===== src/rtl/spi_slave_pkg.sv =====
// ============================================================================
// Module      : spi_slave_pkg
// Description : Shared types and constants for the SPI slave front end:
//               frame state encoding, receive/transmit sub-phases, default
//               word widths and the command codes carried in rx_data[9:8].
// Revision    : 1.0 - initial release
// ============================================================================
`timescale 1ns/1ps
`default_nettype none

package spi_slave_pkg;

    // Default widths: 2 command bits + 8 payload bits, 8-bit read byte.
    localparam int SPI_WORD_W = 10;
    localparam int SPI_DATA_W = 8;

    // Command codes found in the top two bits of each received word.
    localparam logic [1:0] CMD_WR_ADDR = 2'b00;
    localparam logic [1:0] CMD_WR_DATA = 2'b01;
    localparam logic [1:0] CMD_RD_ADDR = 2'b10;
    localparam logic [1:0] CMD_RD_DATA = 2'b11;

    // Frame-level state.
    typedef enum logic [2:0] {
        IDLE      = 3'd0,
        CHK_CMD   = 3'd1,
        WRITE     = 3'd2,
        READ_ADD  = 3'd3,
        READ_DATA = 3'd4
    } state_t;

    // Progress inside a data state: receiving the word, waiting for the
    // read byte, shifting it out, or parked until the frame ends.
    typedef enum logic [1:0] {
        PH_RX    = 2'd0,
        RD_WAIT  = 2'd1,
        RD_SHIFT = 2'd2,
        PH_HOLD  = 2'd3
    } phase_t;

endpackage

`default_nettype wire


===== src/rtl/spi_tx_shifter.sv =====
// ============================================================================
// Module      : spi_tx_shifter
// Description : Parallel-load, MSB-first serialiser driving MISO. The MSB
//               appears on the cycle after load, the remaining bits follow
//               one per cycle, then MISO returns low and done is raised.
// Revision    : 1.0 - initial release
// ============================================================================
`timescale 1ns/1ps
`default_nettype none

module spi_tx_shifter
    import spi_slave_pkg::*;
#(
    parameter int DATA_W = SPI_DATA_W
) (
    input  logic              clk,
    input  logic              rst,
    input  logic              clear,
    input  logic              load,
    input  logic [DATA_W-1:0] data,
    output logic              miso,
    output logic              done
);

    localparam int CNT_W = $clog2(DATA_W);

    // The MSB goes straight to MISO on load, so only the lower bits are held.
    logic [DATA_W-2:0] r_sr;
    logic [CNT_W-1:0]  r_cnt;
    logic              r_busy;

    // Load, shift-out and end-of-byte sequencing; clear drops MISO at once.
    always_ff @(posedge clk) begin
        if (rst) begin
            r_sr   <= '0;
            r_cnt  <= '0;
            r_busy <= 1'b0;
            miso   <= 1'b0;
            done   <= 1'b0;
        end else if (clear) begin
            r_cnt  <= '0;
            r_busy <= 1'b0;
            miso   <= 1'b0;
            done   <= 1'b0;
        end else if (load) begin
            r_sr   <= data[DATA_W-2:0];
            miso   <= data[DATA_W-1];
            r_cnt  <= CNT_W'(DATA_W - 1);
            r_busy <= 1'b1;
            done   <= 1'b0;
        end else if (r_busy) begin
            if (r_cnt == '0) begin
                miso   <= 1'b0;
                r_busy <= 1'b0;
                done   <= 1'b1;
            end else begin
                miso  <= r_sr[DATA_W-2];
                r_sr  <= {r_sr[DATA_W-3:0], 1'b0};
                r_cnt <= r_cnt - CNT_W'(1);
            end
        end
    end

endmodule

`default_nettype wire


===== src/rtl/spi_slave_ctrl.sv =====
// ============================================================================
// Module      : spi_slave_ctrl
// Description : SPI slave serial front end. Deserialises one 10-bit word per
//               frame onto rx_data/rx_valid, remembers whether a read address
//               has been sent, and serialises the returned read byte on MISO.
// Revision    : 1.0 - initial release
// ============================================================================
`timescale 1ns/1ps
`default_nettype none

module spi_slave_ctrl
    import spi_slave_pkg::*;
#(
    parameter int WORD_W = SPI_WORD_W,
    parameter int DATA_W = SPI_DATA_W
) (
    input  logic              clk,
    input  logic              rst,
    input  logic              SS_n,
    input  logic              MOSI,
    output logic              MISO,
    output logic [WORD_W-1:0] rx_data,
    output logic              rx_valid,
    input  logic [DATA_W-1:0] tx_data,
    input  logic              tx_valid
);

    localparam int               CNT_W    = $clog2(WORD_W);
    localparam logic [CNT_W-1:0] LAST_BIT = CNT_W'(WORD_W - 1);

    state_t              r_state;
    phase_t              r_phase;
    logic [CNT_W-1:0]    r_bit_cnt;
    logic [WORD_W-2:0]   r_rx_sr;
    logic                r_rd_addr_received;
    logic                w_tx_load;
    logic                w_tx_done;

    // The read byte is accepted only while waiting for it inside a live frame.
    assign w_tx_load = !SS_n && (r_state == READ_DATA) && (r_phase == RD_WAIT) && tx_valid;

    // Frame sequencing, word capture and read-address tracking.
    always_ff @(posedge clk) begin
        if (rst) begin
            r_state            <= IDLE;
            r_phase            <= PH_RX;
            r_bit_cnt          <= '0;
            r_rx_sr            <= '0;
            rx_data            <= '0;
            rx_valid           <= 1'b0;
            r_rd_addr_received <= 1'b0;
        end else begin
            rx_valid <= 1'b0;
            if (SS_n) begin
                // Deselect wins over everything, including a 10th bit.
                r_state   <= IDLE;
                r_phase   <= PH_RX;
                r_bit_cnt <= '0;
            end else begin
                case (r_state)
                    IDLE: begin
                        r_state   <= CHK_CMD;
                        r_phase   <= PH_RX;
                        r_bit_cnt <= '0;
                    end
                    CHK_CMD: begin
                        // Select bit steers the frame and is not part of the word.
                        if (!MOSI) begin
                            r_state <= WRITE;
                        end else if (r_rd_addr_received) begin
                            r_state <= READ_DATA;
                        end else begin
                            r_state <= READ_ADD;
                        end
                    end
                    WRITE, READ_ADD, READ_DATA: begin
                        if (r_phase == PH_RX) begin
                            r_rx_sr <= {r_rx_sr[WORD_W-3:0], MOSI};
                            if (r_bit_cnt == LAST_BIT) begin
                                rx_data   <= {r_rx_sr, MOSI};
                                rx_valid  <= 1'b1;
                                r_bit_cnt <= '0;
                                if (r_state == READ_DATA) begin
                                    r_rd_addr_received <= 1'b0;
                                    r_phase            <= RD_WAIT;
                                end else begin
                                    if (r_state == READ_ADD) begin
                                        r_rd_addr_received <= 1'b1;
                                    end
                                    r_phase <= PH_HOLD;
                                end
                            end else begin
                                r_bit_cnt <= r_bit_cnt + CNT_W'(1);
                            end
                        end else if (r_state == READ_DATA) begin
                            case (r_phase)
                                RD_WAIT:  if (tx_valid)  r_phase <= RD_SHIFT;
                                RD_SHIFT: if (w_tx_done) r_phase <= PH_HOLD;
                                default:  ;
                            endcase
                        end
                    end
                    default: begin
                        r_state <= IDLE;
                    end
                endcase
            end
        end
    end

    spi_tx_shifter #(
        .DATA_W (DATA_W)
    ) u_tx_shifter (
        .clk   (clk),
        .rst   (rst),
        .clear (SS_n),
        .load  (w_tx_load),
        .data  (tx_data),
        .miso  (MISO),
        .done  (w_tx_done)
    );

endmodule

`default_nettype wire


===== config.mk =====
export PLATFORM = sky130hd
export DESIGN_NAME = spi_slave_ctrl
export DESIGN_NICKNAME = d
export VERILOG_FILES = /design/src/rtl/spi_slave_pkg.sv /design/src/rtl/spi_tx_shifter.sv /design/src/rtl/spi_slave_ctrl.sv
export SDC_FILE = /design/constraint.sdc
export NUM_CORES = 1
export LEC_CHECK = 0
export BUFFER_PORTS_ARGS = -buffer_cell sky130_fd_sc_hd__buf_2
export CAP_MARGIN = 5
export CORE_MARGIN = 1.5
export CORE_UTILIZATION = 50
export DETAILED_ROUTE_END_ITERATION = 12
export PLACE_DENSITY_LB_ADDON = 0.25
export SYNTH_ARGS = -nofsm -noshare
export SYNTH_HDL_FRONTEND = slang
export SYNTH_SLANG_ARGS = --single-unit

===== constraint.sdc =====
create_clock -name clk -period 2.3 [get_ports clk]
set_clock_uncertainty 0.05 [all_clocks]
set_input_delay 0.115 -clock clk [delete_from_list [all_inputs] [get_ports clk]]
set_output_delay 0.115 -clock clk [all_outputs]
set_load 0.02 [all_outputs]

# Yosys cells after proc, flatten, opt, wreduce, memory -nomap -nowiden
# Index checks and enable logic that the tools add are counted.
[totals]
register_bits = 43
output_inout_bits = 12
[op_classes]
n_mux = 29
n_bitwise = 3
n_eq_ne = 14
n_reduce_logical = 22
n_addsub = 2
[op_table]
columns = ["cell", "n"]
rows = [
  ["$mux W7", 3],
  ["$mux W3", 5],
  ["$mux W2", 6],
  ["$mux W1", 9],
  ["$pmux W3 S3", 1],
  ["$mux W4", 2],
  ["$ne A4 B4 Y1 const B", 2],
  ["$pmux W2 S2", 2],
  ["$pmux W4 S2", 1],
  ["$eq A3 B2 Y1 const B", 2],
  ["$logic_not A3 Y1", 2],
  ["$ne A3 B3 Y1 const B", 2],
  ["$reduce_and A2 Y1", 3],
  ["$reduce_and A3 Y1", 2],
  ["$reduce_and A6 Y1", 1],
  ["$reduce_bool A2 Y1", 3],
  ["$reduce_or A3 Y1", 2],
  ["$reduce_and A5 Y1", 1],
  ["$add A4 B1 Y4 const B", 1],
  ["$eq A4 B4 Y1 const B", 1],
  ["$ne A4 B3 Y1 const B", 1],
  ["$reduce_and A4 Y1", 1],
  ["$reduce_or A4 Y1", 1],
  ["$eq A3 B1 Y1 const B", 1],
  ["other kinds (11)", 15],
]

# Longest topological paths before layout
[logic_depth]
word_depth = 6
depth_mapped = 7
ltp_nobuf = 6

# By module
# Synthesis repeated with hierarchy kept, for this count alone.
[hier_totals]
hier_cells = 199
area_unflattened_um2 = 1973.1
[modules_own_cells]
columns = ["module", "area_each_um2", "n_inst", "seq_area_each_um2", "cells_per_inst"]
rows = [
  ["spi_slave_ctrl", 1302.5, 1, 600.6, 132],
  ["spi_tx_shifter", 670.6, 1, 260.2, 67],
]

# Worst setup path after synthesis
# Ideal clock, no wire load.
[synth_timing]
path_type = "register to register"
from = "register r_state[1]"
to = "register r_bit_cnt[0]"
t_required_ps = 2180
slack_ps = 667
arrival_time_ps = 1512
stages_incl_launch_ff = 6
period_less_slack_ps = 1633
setup_time_ps = 70
path_cell_list = "dfxtp_1 -> buf_4 -> or4b_1 -> a21boi_4 -> or3_1 -> a21oi_1"
[synth_between]
elab_chain_cells = 4
word_cells_on_any_way = 9
cone_classes = "eq/ne: 4; mux: 1; reduce/logical: 4"
[synth_rtl]
columns = ["item", "line_no", "text"]
rows = [
  ["start, declared", "spi_slave_ctrl.sv:31", "state_t r_state;"],
  ["start signal, assigned", "spi_slave_ctrl.sv:45", "r_state <= IDLE;"],
  ["start signal, assigned", "spi_slave_ctrl.sv:56", "r_state <= IDLE;"],
  ["start signal, assigned", "spi_slave_ctrl.sv:62", "r_state <= CHK_CMD;"],
  ["$eq A3 B3 Y1 / $eq A3 B2 Y1 (equally long branches)", "spi_slave_ctrl.sv:60", "case (r_state)"],
  ["$reduce_or A3 Y1", "spi_slave_ctrl.sv:60", ""],
  ["$ne A2 B2 Y1 (no source line) / $reduce_bool A2 Y1 (equally long branches)", "--", ""],
  ["$reduce_and A2 Y1 (no source line)", "--", ""],
  ["end signal, assigned", "spi_slave_ctrl.sv:93", "r_bit_cnt <= r_bit_cnt + CNT_W'(1);"],
  ["end, declared", "spi_slave_ctrl.sv:33", "logic [CNT_W-1:0] r_bit_cnt;"],
]
# Parallel ways exist; a longest one is shown, timed or not.
# A chain may end at the register's enable or synchronous reset.

# Final worst setup path
[layout_timing]
from = "register r_state[2]"
to = "register u_tx_shifter.r_sr[4]"
[layout_between]
elab_chain_cells = 6
word_cells_on_any_way = 8
cone_classes = "eq/ne: 2; mux: 1; reduce/logical: 5"
[layout_rtl]
columns = ["item", "line_no", "text"]
rows = [
  ["$eq A3 B3 Y1 *", "spi_slave_ctrl.sv:40", "assign w_tx_load = !SS_n && (r_state == READ_DATA) && (r_phase == RD_WAIT) && tx_valid;"],
  ["$logic_and A1 B1 Y1 * (3 in a row)", "spi_slave_ctrl.sv:40", ""],
  ["$ne A2 B1 Y1 (no source line) / $reduce_bool A2 Y1 (equally long branches)", "--", ""],
  ["$reduce_and A3 Y1 (no source line)", "--", ""],
  ["end signal, assigned", "spi_tx_shifter.sv:46", "r_sr <= data[DATA_W-2:0];"],
  ["end signal, assigned", "spi_tx_shifter.sv:58", "r_sr <= {r_sr[DATA_W-3:0], 1'b0};"],
  ["end, declared", "spi_tx_shifter.sv:28", "logic [DATA_W-2:0] r_sr;"],
]
# Every way passes the cells marked *; elsewhere a longest branch is shown, timed or not.

==> results.md <==
Status:
- The run finished with clean final reports.

GRT:
- The global router's overall resource usage is 18.8%.
- The initial antenna violation count came to 0.
- The largest net degree at the start of global routing is 32.
- The number of global-route vias before repair is 1,316.
- After global routing the overflow that remains totals 0.
- The wire length of the first global-routing pass is 6010 um.

Synth:
- The share of the synthesized netlist area taken by xor and xnor gates is 0.933%.
- Synthesis produced a netlist whose cell count is 202.
- The cell area that synthesis handed to floorplanning was 1880 um2.
- The share of async-settable or async-resettable flops after synthesis is 0%.
- The main combinational cell family by area after synthesis is simple AND/OR/NAND/NOR gates.
- The post-synthesis average cell area is 9.29 um2.
- The most used flip-flop cell after synthesis is dfxtp_1.
- The sequential share of the synthesized area is 45.9%.
- Synthesis produced a netlist with a net count of 219.
- The synthesized netlist devotes 14.5% of its cell area to compound gates.
- After Yosys synthesis, and, or, nand and nor cells account for 21.0% of the synthesized area.
- The portion of netlist area occupied by mux cells is 11.2%.
- Synthesis instantiated 40 different standard cells from the library.
- During synthesis, Yosys emitted a total of 0 warnings.
- After synthesis the netlist holds a flip-flop and latch count of 43.
- The number of enable-type register cells in the synthesized netlist is 0.
- The synthesized netlist devotes 2.67% of its cell area to adder and majority cells.

Die:
- The area of the placeable core is 3630 um2.
- After floorplanning, the core was divided into 22 placement rows.
- The height of the die is 64.3 um.
- The die footprint is 4130 um2.
- Once the floorplan was initialized, standard cells occupied 51.7% of the core.
- The I/O pin total is 25.
- The die is 64.3 um wide.

Pwr:
- The worst voltage drop across the vdd grid is 498 uV.
- Summed over all cells, the static leakage comes to 0.939 nW.
- The cell-internal power is 1.09 mW.
- The sequential share of power is 53.9%.
- The power density over the cells is 649 nW/um2.
- The analysis attributes to net switching a power of 0.303 mW.
- The fraction of power spent switching nets is 21.7%.
- The share of power burned in combinational logic is 4.2%.
- The share of total power dissipated in the clock network is 41.9%.

Routing:
- The number of DRC markers after the initial detailed-route iteration is 33.
- Wires add up to 3490 um.
- Using the TritonRoute via totals, the vias-per-cell ratio works out to 5.28.
- The routed wire length per instance is 12.7 um.
- After detailed routing, the number of remaining DRC violations is 0.
- The count of nets left with antenna violations once routing finished came out at 0.
- The number of search-and-repair iterations in the first detailed-routing pass is 4.
- The routed layout has 1,457 vias.

Timing:
- The post-route minimum period is 1.88 ns.
- The smallest hold slack is 0.0231 ns.
- The final max-slew violation count is 0.
- Setup repair after global routing left no endpoint under its margin.
- Based on the critical path, the design can be clocked at up to 532 MHz.
- The number of endpoints with negative hold slack in the final report came to 0.
- For the final routed database, the setup TNS stands at 0 ns.
- Setup violations remaining at the end of the flow were counted as 0.
- At the pin with the least slew margin, the transition time is 0.542 ns.
- Measured against its own limit, the worst slew margin works out to 63.8%.
- In the finished design, the share of the clock period the worst path needs comes to 81.7%.

Worst setup path:
- Measured in cells, the most critical reg-to-reg path has a length of 4.
- The data required time of the critical path is 2.46 ns.
- Along the worst path, the maximum fanout reaches 9.
- The largest stage delay on the critical path is 0.51 ns.
- Walking the worst path, the cells encountered are nor3b_4 > nor4b_4 > nand2_1 > a311oi_1.
- The startpoint identified for the worst register-to-register timing path is r_state[2].
- The kind of capture point of the worst setup path is a register.
- The setup path with the least slack is of type register to register.
- In this run the worst setup path begins at r_state[2].
- The worst-path cell with the longest stage delay is nor4b_4.
- The critical path launch point type is a register.
- At the worst endpoint, the arrival time is 2.04 ns.

Clocking:
- After clock tree synthesis, the clock-pin slew on the worst setup and hold paths is 0.08 ns.
- The later-pin clock latency in the skew report is 0.30 ns.
- TritonCTS built the clock tree.
- The clock drives 43 sinks.
- The number of buffers created by CTS is 5.
- The clock tree synthesis step divided the H-tree into 2 levels.
- The master cell of the clock root buffer is clkbuf_8.
- The number of gates resized after CTS was 0.
- The deepest clock path buffer count is 2.

Final layout:
- The total non-filler cell area in the finished layout is 2150 um2.
- The number of antenna diodes in the final layout is 0.
- The post-route netlist has 16.7% of its cells at a drive strength greater than 1.
- The most frequent standard cell in the layout excluding fill and tap cells is dfxtp_1.
- The area growth from synthesis to final layout is 14.7%.
- The top cell types in the final layout, fill and taps aside, are dfxtp_1 (43), nor2_1 (33), buf_2 (24).
- The final net count is 244.
- For this run, the number of standard cells in the final layout without fillers is 276.

Placement:
- The port buffer count is 24.
- Detailed placement finished with a half-perimeter wire length of 2420 um.
- The number of placed instances, taps included, is 267.
- At the end of routability-driven placement, the weighted congestion stood at 0.780.
- Summing all placed instances gives a cell area of 2030 um2.

Min path:
- The worst hold path begins at tx_data[3].
- The number of instances on the worst hold path is 3.
- The min-delay analysis places its worst path in the category primary input to register.

Flow run:
- The tool flagged a number of max-cap violations equal to 0.
==> worst paths after layout <==
| path | to | slack, ns |
|---|---|---|
| max | u_tx_shifter.r_sr[4] | 0.42 |
| min | u_tx_shifter.r_sr[3] | 0.02 |
| max reg2reg | u_tx_shifter.r_sr[4] | 0.42 |
| min reg2reg | u_tx_shifter.r_sr[0] | 0.42 |
==> routing by layer <==
layer | GRT usage (%) | up-vias | wire length, um
met2 | 28.9 | 17 | 1570
li1 | - | 761 | -
met1 | 24.7 | 674 | 1770
met4 | 6.38 | 0 | 47
met5 | 0 | - | 0
met3 | 6.34 | 5 | 107
==> cells by family after synthesis <==
family,count (synthesis)
xor+xnor,2
fa+ha+maj,4
mux,21
buf+inv,17
compound gates,37
flops,43
simple gates,78
==> through the flow <==
stage	power, mW	utilization [%]	setup WS (ns)
5_1_grt	1.45	59.2	0.220
3_3_place_gp	0.828	55.9	0.515
3_5_place_dp	0.828	55.9	0.462
4_1_cts	1.41	59.2	0.431
2_1_floorplan	0.808	-	0.667
6_report	1.40	59.2	0.421
==> layout make-up <==
cell class | instances | area [um2]
sequential | 43 | 861
inverter | 8 | 30.0
fill | 361 | 1480
multi-input combinational | 142 | 943
clock buffer | 5 | 68.8
timing repair buffer | 27 | 145
tap | 48 | 60.1
clock inverter | 3 | 43.8
==> cell usage after synthesis (2+ instances only) <==
cell type / number / area share (%)
a32o_1: 3 / 1.6
a21oi_1: 11 / 2.9
clkbuf_1: 4 / 0.80
mux2i_1: 21 / 11
nand3_1: 2 / 0.53
o21ai_0: 3 / 0.80
nor3b_1: 2 / 0.80
buf_2: 4 / 1.1
or3_1: 2 / 0.67
nor3_1: 4 / 1.1
nand2_1: 18 / 3.6
nor2b_1: 7 / 2.3
a311oi_1: 6 / 2.8
nand2b_1: 3 / 1.0
o21bai_1: 2 / 0.80
ha_1: 4 / 2.7
dfxtp_1: 43 / 46
inv_1: 8 / 1.6
a2111oi_0: 2 / 0.93
nor2_1: 33 / 6.6
==> what timing repair did <==
action | 4_1_cts | 5_1_grt
hold endpoints to repair | 1 | 0
hold buffers | 1 | 0
setup buffers | 0 | 0
==> registers in the layout (all words and copies together) (netlist names) <==
register             cells
r_state                  3
u_tx_shifter.r_cnt       3
r_rx_sr                  9
r_bit_cnt                4
rx_valid                 1
rx_data                 10
u_tx_shifter.r_busy      1
u_tx_shifter.done        1
u_tx_shifter.miso        1
u_tx_shifter.r_sr        7
r_phase                  2
r_rd_addr_received       1
==> worst max-delay path, delay by kind of cell (launching register included) <==
kind / cells / cell delay (ns)
DFF: 1 / 0.47
AOI/OAI and AO/OA: 1 / 0.27
and+or+nand+nor: 3 / 0.99
==> power by group through the flow <==
stage                     sequential (mW)  clock [mW]  combinational, mW
after floorplan                     0.766           0             0.0427
after global placement              0.770           0             0.0576
after detailed placement            0.770           0             0.0576
after CTS                           0.753       0.594             0.0592
after global routing                0.754       0.631             0.0661
final                               0.753       0.585             0.0587
(Power assumes the default switching activity.)
